<file path="src/rtl/frec_div_multi.sv">
// frec_div_multi: multi-channel 50% duty clock divider with runtime half-period reload.
// Each channel toggles clk_div every cur_div cycles; new divisors take effect at a toggle or sync.
module frec_div_multi #(
    parameter int CHANNELS    = 4,
    parameter int WIDTH       = 32,
    parameter int DEFAULT_DIV = 1000,
    parameter int CHW         = (CHANNELS > 1) ? $clog2(CHANNELS) : 1
) (
    input  logic                clk_in,
    input  logic                reset,
    input  logic [CHANNELS-1:0] en,
    input  logic                sync,
    input  logic                cfg_valid,
    output logic                cfg_ready,
    input  logic [CHW-1:0]      cfg_ch,
    input  logic [WIDTH-1:0]    cfg_div,
    output logic                cfg_err,
    output logic [CHANNELS-1:0] clk_div,
    output logic [CHANNELS-1:0] tick
);
    logic [CHANNELS-1:0] pend_vld;
    logic                in_range;
    logic                accept;
    logic                good;

    always_comb begin
        in_range  = 32'(cfg_ch) < CHANNELS;
        cfg_ready = in_range ? !pend_vld[cfg_ch] : 1'b1;
        accept    = cfg_valid && cfg_ready;
        good      = in_range && (cfg_div != '0);
    end

    always_ff @(posedge clk_in) cfg_err <= reset ? 1'b0 : accept && !good;

    for (genvar c = 0; c < CHANNELS; c++) begin : g_ch
        logic [WIDTH-1:0] count;
        logic [WIDTH-1:0] cur_div;
        logic [WIDTH-1:0] pend_div;
        logic             pv;
        logic             cd;
        logic             tk;
        logic             wr;
        logic             hit;
        assign wr          = accept && good && (32'(cfg_ch) == c);
        assign hit         = en[c] && (count == cur_div);
        assign pend_vld[c] = pv;
        assign clk_div[c]  = cd;
        assign tick[c]     = tk;
        // A write can only be accepted while nothing is pending, so it never races the apply below.
        always_ff @(posedge clk_in) begin
            if (reset) begin
                count    <= WIDTH'(1);
                cur_div  <= WIDTH'(DEFAULT_DIV);
                pend_div <= '0;
                pv       <= 1'b0;
                cd       <= 1'b0;
                tk       <= 1'b0;
            end else begin
                tk <= !sync && hit;
                cd <= sync ? 1'b0 : cd ^ hit;
                if (sync || hit) begin
                    count <= WIDTH'(1);
                    if (pv) begin
                        cur_div <= pend_div;
                        pv      <= 1'b0;
                    end
                end else if (en[c]) begin
                    count <= count + WIDTH'(1);
                end
                if (wr) begin
                    pend_div <= cfg_div;
                    pv       <= 1'b1;
                end
            end
        end
    end
endmodule

</file>
<file path="config.mk">
export PLATFORM = sky130hd
export DESIGN_NAME = frec_div_multi
export DESIGN_NICKNAME = d
export VERILOG_FILES = /design/src/rtl/frec_div_multi.sv
export SDC_FILE = /design/constraint.sdc
export NUM_CORES = 1
export LEC_CHECK = 0
export CAP_MARGIN = 20
export CORE_MARGIN = 4
export CORE_UTILIZATION = 52
export DETAILED_ROUTE_END_ITERATION = 6
export PLACE_DENSITY = 0.8
export SYNTH_ARGS = -nofsm -noshare
export SYNTH_HDL_FRONTEND = slang
export SYNTH_SLANG_ARGS = --single-unit
</file>
<file path="constraint.sdc">
create_clock -name clk_in -period 2.9 [get_ports clk_in]
set_input_delay 0.58 -clock clk_in [delete_from_list [all_inputs] [get_ports clk_in]]
set_output_delay 0.58 -clock clk_in [all_outputs]
set_load 0.005 [all_outputs]
</file>
-- Word level (Yosys, flattened, before mapping)
Index checks and enable logic that the tools add are counted.
- output and inout bits: 10
- word-level logic and storage cells: 88
- register bits after elaboration: 397
- input port bits: 42
- $lt $le $gt $ge: 1
- eq/ne operators: 7
- bitwise gates (word level): 4
- $add $sub $neg: 4
- mux-type cells: 10
- reductions and logical operators: 37
- operators by type and width (cell ; count):
    32-bit by 1-bit adder with 32-bit output, second input constant ; 4
    32-bit equality test ; 4
    32-bit nonzero test ; 1
    1-bit logical AND ; 15
    2-bit OR reduction ; 5
    1-bit two-way mux ; 9
    2-bit AND reduction ; 4
    2-bit nonzero test ; 4
    2-bit equality test, second input constant ; 2
    1-bit logical OR ; 4
    1-bit XOR ; 4
    1-bit logical NOT ; 3
    2-bit by 3-bit < comparator with 1-bit output, second input constant ; 1
    1-bit binary-select mux with 2-bit select ; 1
    2-bit by 1-bit equality test with 1-bit output, second input constant ; 1
    2-bit logical NOT ; 1

-- Longest topological paths before layout
Gate-level depths: netlist (run 1).
- depth after elaboration: 7
- gate-level depth with buffers: 9
- mapped depth without buffers: 7

-- Worst setup path after synthesis (run 1)
Ideal clock, no wire load.
- path type: in2reg
- from: in cfg_ch[0]
- to: reg g_ch[2].pend_div[10]
- stages on the path: 8
- data required time: 2772 ps
- setup time: 128 ps
- path slack: 621 ps
- arrival: 2151 ps
- path buffers: 2
- cell sequence: mux4_2 > nor2b_4 > o21ai_2 > or3b_1 > buf_6 > buf_12 > mux2i_1 > nor2_1
- cells in the longest elaborated chain, start to end: 6
- elaborated cells between the ends (all ways): 7
- those cells by class: 1 x eq/ne; 2 x mux; 4 x reduce/logical
- RTL lines (what ; RTL line ; source):
    start: declaration ; 15 ; input logic [CHW-1:0] cfg_ch,
    1-bit binary-select mux with 2-bit select ; 28 ; cfg_ready = in_range ? !pend_vld[cfg_ch] : 1'b1;
    1-bit two-way mux (implied by the code) ; 28 ;
    1-bit logical NOT ; 28 ;
    1-bit logical AND ; 29 ; accept = cfg_valid && cfg_ready;
    1-bit logical AND ; 44 ; assign wr = accept && good && (32'(cfg_ch) == c);
    1-bit logical AND * ; 44 ;
    end signal: assignment ; 71 ; pend_div <= cfg_div;
    end: declaration ; 38 ; logic [WIDTH-1:0] pend_div;
Mark *: on every way between the ends. The rest lies on a longest branch, timed or not. The select of a mux whose other input is x is not followed.
A chain may end at the register's enable or synchronous reset.

-- Final worst setup path (run 1)
- from: in cfg_ch[0]
- to: out cfg_ready
- cells in the longest elaborated chain, start to end: 3
- RTL lines (what ; RTL line ; source):
    1-bit binary-select mux with 2-bit select ; 28 ;
    1-bit two-way mux (implied by the code) ; 28 ;
    1-bit logical NOT ; 28 ;
    end: declaration ; 14 ; output logic cfg_ready,
Every way passes these cells. The select of a mux whose other input is x is not followed.

==> impl_metrics.prom, run 1 <==
# TYPE chip_impl_metric gauge
chip_impl_info{name="setup.worst_path.class",value="input pin to output port"} 1
chip_impl_metric{name="global_route.usage.total",unit="%"} 22.8
chip_impl_metric{name="drt_iter0_markers",unit=""} 949
chip_impl_metric{name="remaining_drc_errors",unit=""} 0
chip_impl_info{name="rsz0062_at_grt",value="no"} 1
chip_impl_metric{name="synth_top_area_share",unit="%"} 46.8
chip_impl_metric{name="syn-instance-count",unit=""} 1785
chip_impl_metric{name="hpwl",unit="um"} 29000
chip_impl_metric{name="core.rowCount",unit=""} 65
chip_impl_metric{name="via_count_of_the_first_global_routing_pass",unit=""} 12500
chip_impl_info{name="layout.cells.most_common_list",value="sky130_fd_sc_hd__dfxtp_1, sky130_fd_sc_hd__nor2_1, sky130_fd_sc_hd__mux2i_1"} 1
chip_impl_info{name="slowest_stage",value="sky130_fd_sc_hd__mux4_2"} 1
chip_impl_info{name="run_status",value="completed"} 1
chip_impl_info{name="timing.critical_path.cells",value="clkdlybuf4s50_1 -> mux4_2 -> inv_1 -> clkdlybuf4s50_1"} 1
chip_impl_metric{name="initial_core_util",unit="%"} 53.3
chip_impl_metric{name="boundary_pins",unit=""} 52
chip_impl_metric{name="placed_area",unit="sq um"} 18400
chip_impl_metric{name="cts-resized-gates",unit=""} 0
chip_impl_metric{name="synth_seq_area_share",unit="%"} 46.8
chip_impl_info{name="critPathMostFrequentCell",value="sky130_fd_sc_hd__clkdlybuf4s50_1"} 1
chip_impl_info{name="synth_top_cell_by_area",value="sky130_fd_sc_hd__dfxtp_1"} 1
chip_impl_metric{name="min_path_cells",unit=""} 2
chip_impl_info{name="worstReg2RegStart",value="g_ch[2].pv"} 1
chip_impl_metric{name="regToRegSetupSlack",unit="ps"} 550
chip_impl_info{name="holdCritStartpoint",value="reset"} 1
chip_impl_metric{name="timing_max_transition_violations_final",unit=""} 0
chip_impl_metric{name="h-tree-depth",unit=""} 2
chip_impl_info{name="cts_tree",value="yes"} 1
chip_impl_metric{name="dp.cells",unit=""} 2258
chip_impl_metric{name="clkSinkCount",unit=""} 397
chip_impl_metric{name="area_delta_synth_final",unit="%"} 16.6
chip_impl_metric{name="final_min_period_over_clock_period",unit="%"} 97.9
chip_impl_metric{name="least_margin_pin_slew",unit="ps"} 706
chip_impl_info{name="min_delay_worst_endpoint",value="g_ch[0].pend_div[23]"} 1
chip_impl_info{name="hold_class",value="input pin to flop"} 1
chip_impl_metric{name="utilization",unit="%"} 62.1
chip_impl_metric{name="insertion_delay",unit="ps"} 540
chip_impl_metric{name="timing.max_cap.violations",unit=""} 0
chip_impl_metric{name="grt_first_pass_wirelength",unit="um"} 65700
chip_impl_info{name="end_kind",value="output port"} 1
chip_impl_metric{name="antenna_found_initial",unit=""} 0
chip_impl_metric{name="synth.distinct_cells",unit=""} 46
chip_impl_metric{name="maxSlewHeadroom",unit="%"} 52.9
chip_impl_metric{name="synth.ff_latch_count",unit=""} 397
chip_impl_metric{name="cts_inserted_buffers",unit=""} 40
chip_impl_info{name="synth.area.top_cells",value="sky130_fd_sc_hd__dfxtp_1, sky130_fd_sc_hd__mux2i_1, sky130_fd_sc_hd__xnor2_1, sky130_fd_sc_hd__nor2_1, sky130_fd_sc_hd__xor2_1"} 1
chip_impl_metric{name="irDropWorstVdd",unit="uV"} 415
chip_impl_metric{name="post-route-min-period",unit="ps"} 2840
chip_impl_metric{name="clkTransAtPathRegs",unit="ps"} 60
chip_impl_metric{name="crit_path_max_incr_delay",unit="ps"} 590
chip_impl_info{name="worst_r2r_endpoint",value="g_ch[1].pend_div[23]"} 1
chip_impl_metric{name="drt_first_pass_iters",unit=""} 5
chip_impl_metric{name="number_of_antenna_violating_nets_in_the_routed_design",unit=""} 0
chip_impl_info{name="critical_path.startpoint_type",value="input pin"} 1
chip_impl_metric{name="clk_path_buf_depth",unit=""} 3
chip_impl_info{name="mostFrequentLayoutCell",value="sky130_fd_sc_hd__dfxtp_1"} 1
chip_impl_metric{name="number_of_failing_setup_endpoints_in_the_final_timing_report",unit=""} 0
chip_impl_metric{name="ys_async_sr_fraction",unit="%"} 0
chip_impl_metric{name="synth.yosys.warnings",unit=""} 0
chip_impl_metric{name="final_nets",unit=""} 1910
chip_impl_metric{name="timing.clock.skew",unit="ps"} 12.7
chip_impl_metric{name="fp.dieArea",unit="sq um"} 35600
chip_impl_metric{name="grt_max_degree",unit=""} 183
chip_impl_metric{name="synth_edf_count",unit=""} 0
chip_impl_metric{name="final-hold-violation-count",unit=""} 0
chip_impl_metric{name="final_cell_area",unit="sq um"} 19800
chip_impl_metric{name="synthesis.nets",unit=""} 1831
chip_impl_metric{name="reg2reg_depth",unit=""} 7
chip_impl_metric{name="share_of_final_layout_standard_cells_stronger_than_drive_strength_1",unit="%"} 8.76
chip_impl_metric{name="n_antenna_cell",unit=""} 0
chip_impl_metric{name="die_y",unit="um"} 189
chip_impl_metric{name="synth.avg_cell_area",unit="sq um"} 9.51
chip_impl_metric{name="clock.fmax",unit="GHz"} 0.352
chip_impl_metric{name="post_route_insts_no_fill",unit=""} 2329
chip_impl_metric{name="die_width",unit="um"} 189
chip_impl_metric{name="finalSetupTns",unit="ps"} 0
chip_impl_info{name="ctsRootBufferMaster",value="sky130_fd_sc_hd__clkbuf_16"} 1
chip_impl_metric{name="routability_congestion_estimate",unit=""} 0.885
chip_impl_metric{name="finalHoldWorstSlack",unit="ps"} 434
chip_impl_metric{name="power_density",unit="nW/um^2"} 594
chip_impl_metric{name="portBuffers",unit=""} 51
chip_impl_metric{name="synth.cell_area",unit="sq um"} 17000
chip_impl_metric{name="crit_arrival",unit="ps"} 2260
chip_impl_metric{name="cp.required",unit="ps"} 2320
chip_impl_metric{name="worstPathMaxFanout",unit=""} 2
chip_impl_metric{name="gr-total-overflow",unit=""} 0
chip_impl_metric{name="static-leakage-power",unit="nW"} 8.20
chip_impl_info{name="postSynth.topFlopCell",value="sky130_fd_sc_hd__dfxtp_1"} 1
chip_impl_metric{name="core-area",unit="sq um"} 31900
chip_impl_metric{name="avgViaCountPerCell",unit=""} 5.43
chip_impl_metric{name="routed-via-count",unit=""} 12600
chip_impl_metric{name="drt-wirelength-per-cell",unit="um"} 17.8
chip_impl_info{name="setup.worst_path.start",value="cfg_ch[0]"} 1
chip_impl_metric{name="totalWireLength",unit="um"} 41500
-- flip-flops by register name (all words and copies together), names as in the netlist --
register       cells
g_ch.count       128
g_ch.cur_div     128
g_ch.pend_div    128
g_ch.cd            4
g_ch.pv            4
g_ch.tk            4
cfg_err            1
-- timing repair --
action | in CTS | in global routing
buffers inserted | 0 | 0
hold buffers | 0 | 0
hold endpoints to repair | 0 | 0
endpoints found under the setup margin | 1 | 0
-- cell families after synthesis --
kind of cell / Yosys count / synth area share, %
compound gates: 35 / 1.44
xor+xnor: 250 / 12.9
fa+ha+maj: 4 / 0.295
buf+inv: 110 / 3.39
flops: 397 / 46.8
mux: 243 / 14.4
simple gates: 746 / 20.8
-- critical path, delay by kind of cell --
kind,cells,cell delay (ps)
muxes,1,590
buffers and inverters,3,1090
-- cell usage after synthesis, types with 22 or more instances --
master / count
sky130_fd_sc_hd__nor2_1: 386
sky130_fd_sc_hd__nand3_1: 51
sky130_fd_sc_hd__nand2_1: 61
sky130_fd_sc_hd__nor3_1: 28
sky130_fd_sc_hd__clkbuf_1: 59
sky130_fd_sc_hd__nor4_1: 22
sky130_fd_sc_hd__xor2_1: 80
sky130_fd_sc_hd__dfxtp_1: 397
sky130_fd_sc_hd__and3_1: 22
sky130_fd_sc_hd__xnor2_1: 170
sky130_fd_sc_hd__nand4_1: 74
sky130_fd_sc_hd__mux2i_1: 242
sky130_fd_sc_hd__nand2b_1: 59
-- layer usage --
layer  global-route usage [%]  vias to the layer above  wire (um)
met5                        0                        -          0
met4                     10.5                        0       2000
met3                     3.48                      110       2160
met2                     37.3                      325      19200
met1                     30.0                     6040      18200
li1                         -                     6163          -
-- cell type report --
class | count | area, sq um
Tap cell | 435 | 544
Inverter | 14 | 52.6
Clock inverter | 16 | 240
Timing Repair Buffer | 133 | 1310
Multi-Input combinational cell | 1278 | 8530
Sequential cell | 397 | 7950
Clock buffer | 56 | 1180
Fill cell | 2584 | 12100
-- where the power goes --
part / internal (mW) / switching [mW] / total (mW)
logic: 0.281 / 0.359 / 0.640
clock network: 3.38 / 2.13 / 5.52
registers: 5.54 / 0.0630 / 5.60
total: 9.20 / 2.56 / 11.8
-- metrics by stage --
stage	power [mW]	setup WS, ps
floorplan	6.06	621
global placement	6.34	-29.9
detailed placement	6.35	-76.0
CTS	11.8	51.1
global route	12.1	7.46
finish	11.8	61.6
-- worst max-delay path by stage --
stage                                 endpoint  slack (ps)  cells after the start
after global placement               cfg_ready         -30                      5
final                                cfg_ready          60                      4
after floorplan           g_ch[2].pend_div[10]         620                      8
after detailed placement   g_ch[2].pend_div[2]         -80                      8
after CTS                            cfg_ready          50                      4
after global routing                 cfg_ready           7                      4
(Power assumes the default switching activity.)
==> run 2, diff against run 1 <==
--- a/config.mk
+++ b/config.mk
@@ -9,6 +9,7 @@
 export CORE_MARGIN = 4
 export CORE_UTILIZATION = 52
 export DETAILED_ROUTE_END_ITERATION = 6
+export GPL_TIMING_DRIVEN = 1
 export PLACE_DENSITY = 0.8
 export SYNTH_ARGS = -nofsm -noshare
 export SYNTH_HDL_FRONTEND = slang
==> results of run 2 <==
The final DEF is identical to that of run 1; final timing and power are the same.
==> run 3, diff against run 2 <==
==> constraint.sdc (replaced) <==
create_clock -name clk_in -period 2.9 [get_ports clk_in]
set_input_delay 0.725 -clock clk_in [delete_from_list [all_inputs] [get_ports clk_in]]
set_output_delay 0.725 -clock clk_in [all_outputs]
set_load 0.005 [all_outputs]
==> run 3 against run 2 <==
  * Utilization fell by 0.13 points
  * Critical endpoint unchanged
  * Non-clock buffer count rose by 8
  * Clock-buffer cell count rose by 1
  * Cell count rose by 0.26%
  * Largest power group unchanged
==> impl_metrics.prom, run 3 (synthesis gave the netlist of run 1 again) <==
# TYPE chip_impl_metric gauge
chip_impl_metric{name="gr-total-overflow",unit=""} 0
chip_impl_metric{name="drt_iter0_markers",unit=""} 856
chip_impl_metric{name="final_min_period_over_clock_period",unit="%"} 92.9
chip_impl_metric{name="utilization",unit="%"} 62.0
chip_impl_metric{name="die_y",unit="um"} 189
chip_impl_metric{name="share_of_final_layout_standard_cells_stronger_than_drive_strength_1",unit="%"} 8.89
chip_impl_info{name="timing.critical_path.cells",value="clkdlybuf4s50_1 -> mux4_2 -> inv_2 -> dlygate4sd2_1"} 1
chip_impl_metric{name="maxSlewHeadroom",unit="%"} 56.7
chip_impl_metric{name="die_width",unit="um"} 189
chip_impl_metric{name="area_delta_synth_final",unit="%"} 16.4
chip_impl_info{name="mostFrequentLayoutCell",value="sky130_fd_sc_hd__dfxtp_1"} 1
chip_impl_metric{name="finalPower",unit="mW"} 11.3
chip_impl_metric{name="hpwl",unit="um"} 29600
chip_impl_metric{name="core.rowCount",unit=""} 65
chip_impl_metric{name="drt-wirelength-per-cell",unit="um"} 18.0
chip_impl_info{name="layout.cells.most_common_list",value="sky130_fd_sc_hd__dfxtp_1, sky130_fd_sc_hd__nor2_1, sky130_fd_sc_hd__mux2i_1"} 1
chip_impl_info{name="critical_path.top_delay_family",value="buffers and inverters"} 1
chip_impl_info{name="slowest_stage",value="sky130_fd_sc_hd__clkdlybuf4s50_1"} 1
chip_impl_metric{name="grt_max_degree",unit=""} 126
chip_impl_metric{name="detailroute.wirelength.met2",unit="um"} 20000
chip_impl_info{name="highest-signal-layer",value="met4"} 1
chip_impl_metric{name="clock.fmax",unit="GHz"} 0.371
chip_impl_metric{name="global_route.usage.total",unit="%"} 23.2
chip_impl_info{name="run_status",value="completed"} 1
chip_impl_metric{name="static-leakage-power",unit="nW"} 8.20
chip_impl_metric{name="clkSinkCount",unit=""} 397
chip_impl_metric{name="least_margin_pin_slew",unit="ps"} 648
chip_impl_metric{name="fp.dieArea",unit="sq um"} 35600
chip_impl_metric{name="remaining_drc_errors",unit=""} 0
chip_impl_metric{name="irDropWorstVdd",unit="uV"} 353
chip_impl_info{name="setup.worst_path.class",value="input pin to output port"} 1
chip_impl_info{name="setup.worst_path.start",value="cfg_ch[1]"} 1
chip_impl_metric{name="timing_max_transition_violations_final",unit=""} 0
chip_impl_metric{name="grt_first_pass_wirelength",unit="um"} 67000
chip_impl_metric{name="routability_congestion_estimate",unit=""} 0.886
chip_impl_metric{name="drt_first_pass_iters",unit=""} 5
chip_impl_info{name="leading_registers_by_flop_count",value="g_ch.count x128, g_ch.cur_div x128, g_ch.pend_div x128"} 1
chip_impl_metric{name="clk_path_buf_depth",unit=""} 3
chip_impl_metric{name="drt-met1-wl",unit="um"} 18100
chip_impl_metric{name="initial_core_util",unit="%"} 53.3
chip_impl_metric{name="timing.max_cap.violations",unit=""} 0
chip_impl_metric{name="number_of_antenna_violating_nets_in_the_routed_design",unit=""} 0
chip_impl_metric{name="portBuffers",unit=""} 51
chip_impl_metric{name="final_nets",unit=""} 1918
chip_impl_metric{name="totalWireLength",unit="um"} 42000
chip_impl_metric{name="crit_arrival",unit="ps"} 1970
chip_impl_metric{name="met3_wirelength",unit="um"} 2250
chip_impl_metric{name="routed-via-count",unit=""} 12600
chip_impl_info{name="holdCritStartpoint",value="g_ch[0].pend_div[17]"} 1
chip_impl_metric{name="antenna_found_initial",unit=""} 0
chip_impl_info{name="cts_tree",value="yes"} 1
chip_impl_info{name="critical_path.startpoint_type",value="input pin"} 1
chip_impl_info{name="hold_class",value="flop to flop"} 1
chip_impl_metric{name="final-hold-violation-count",unit=""} 0
chip_impl_info{name="end_kind",value="output port"} 1
chip_impl_metric{name="cp.required",unit="ps"} 2170
chip_impl_metric{name="clkTransAtPathRegs",unit="ps"} 60
chip_impl_metric{name="worstPathMaxFanout",unit=""} 2
chip_impl_metric{name="power_density",unit="nW/um^2"} 573
chip_impl_metric{name="cp_num_buf_inv",unit=""} 3
chip_impl_metric{name="via_count_of_the_first_global_routing_pass",unit=""} 12500
chip_impl_info{name="rsz0062_at_grt",value="no"} 1
chip_impl_metric{name="avgViaCountPerCell",unit=""} 5.40
chip_impl_metric{name="post-route-min-period",unit="ps"} 2690
chip_impl_metric{name="core-area",unit="sq um"} 31900
chip_impl_metric{name="insertion_delay",unit="ps"} 540
chip_impl_metric{name="h-tree-depth",unit=""} 2
chip_impl_metric{name="crit_path_max_incr_delay",unit="ps"} 530
chip_impl_metric{name="boundary_pins",unit=""} 52
chip_impl_metric{name="cts_inserted_buffers",unit=""} 40
chip_impl_metric{name="n_antenna_cell",unit=""} 0
chip_impl_metric{name="timing.clock.skew",unit="ps"} 16.0
chip_impl_info{name="worstReg2RegStart",value="g_ch[2].pv"} 1
chip_impl_info{name="ctsRootBufferMaster",value="sky130_fd_sc_hd__clkbuf_16"} 1
chip_impl_metric{name="number_of_failing_setup_endpoints_in_the_final_timing_report",unit=""} 0
==> run 3: changes by cell type in the layout (fill, tap and decap cells not counted), sizes merged <==
cell | before | now
buf | 82 | 90
clkbuf | 57 | 58
clkdlybuf4s50 | 50 | 48
bufinv | 6 | 2
clkinv | 7 | 8
dlymetal6s2s | 0 | 1
dlygate4sd2 | 0 | 1
==> run 3: final cells by class <==
type | instances | area [sq um]
clock buffer | 57 | 1160
clock inverter | 13 | 125
fill | 2549 | 12100
inverter | 14 | 52.6
multi-input combinational | 1278 | 8530
sequential | 397 | 7950
tap | 435 | 544
timing repair buffer | 141 | 1400
==> run 3: final timing paths <==
kind | to | slack (ps) | depth (start not counted)
worst max register to register | g_ch[2].pend_div[31] | 450 | 8
worst max-delay path | cfg_ready | 210 | 4
worst min register to register | g_ch[0].cur_div[17] | 470 | 2
worst min-delay path | g_ch[0].cur_div[17] | 470 | 2
==> run 3: what timing repair did <==
action                     4_1_cts  5_1_grt
resized for setup                2        1
hold buffers                     0        0
buffers inserted                 1        0
setup endpoints to repair        1        1
==> run 3: where the power goes <==
group / internal (mW) / switching [mW] / leakage (nW)
combinational: 0.291 / 0.364 / 4.35
clock: 2.95 / 2.11 / 0.635
sequential: 5.54 / 0.0635 / 3.21
total: 8.78 / 2.54 / 8.20
==> run 3: worst min-delay path: cells and delay by family, from the launching register on <==
family	cells	cell delay [ps]
and+or+nand+nor	1	60
muxes	1	60
DFF	1	310
==> run 3: layer usage <==
metal	vias to the layer above	global-route usage, %
li1	6169	-
met1	6040	29.9
met2	309	38.8
met3	101	4.00
met4	0	9.59
met5	-	0
==> run 3: metrics by stage <==
stage | worst slack, ps | setup TNS, ps | area, sq um | hold WS [ps] | instances
2_1_floorplan | 476 | 0 | 17000 | 435 | 1785
3_3_place_gp | -303 | -14270 | 18500 | 442 | 2264
6_report | 207 | 0 | 19800 | 467 | 2335
4_1_cts | 24.6 | 0 | 19800 | 473 | 2335
3_5_place_dp | -320 | -18070 | 18500 | 458 | 2264
5_1_grt | 197 | 0 | 19800 | 489 | 2335
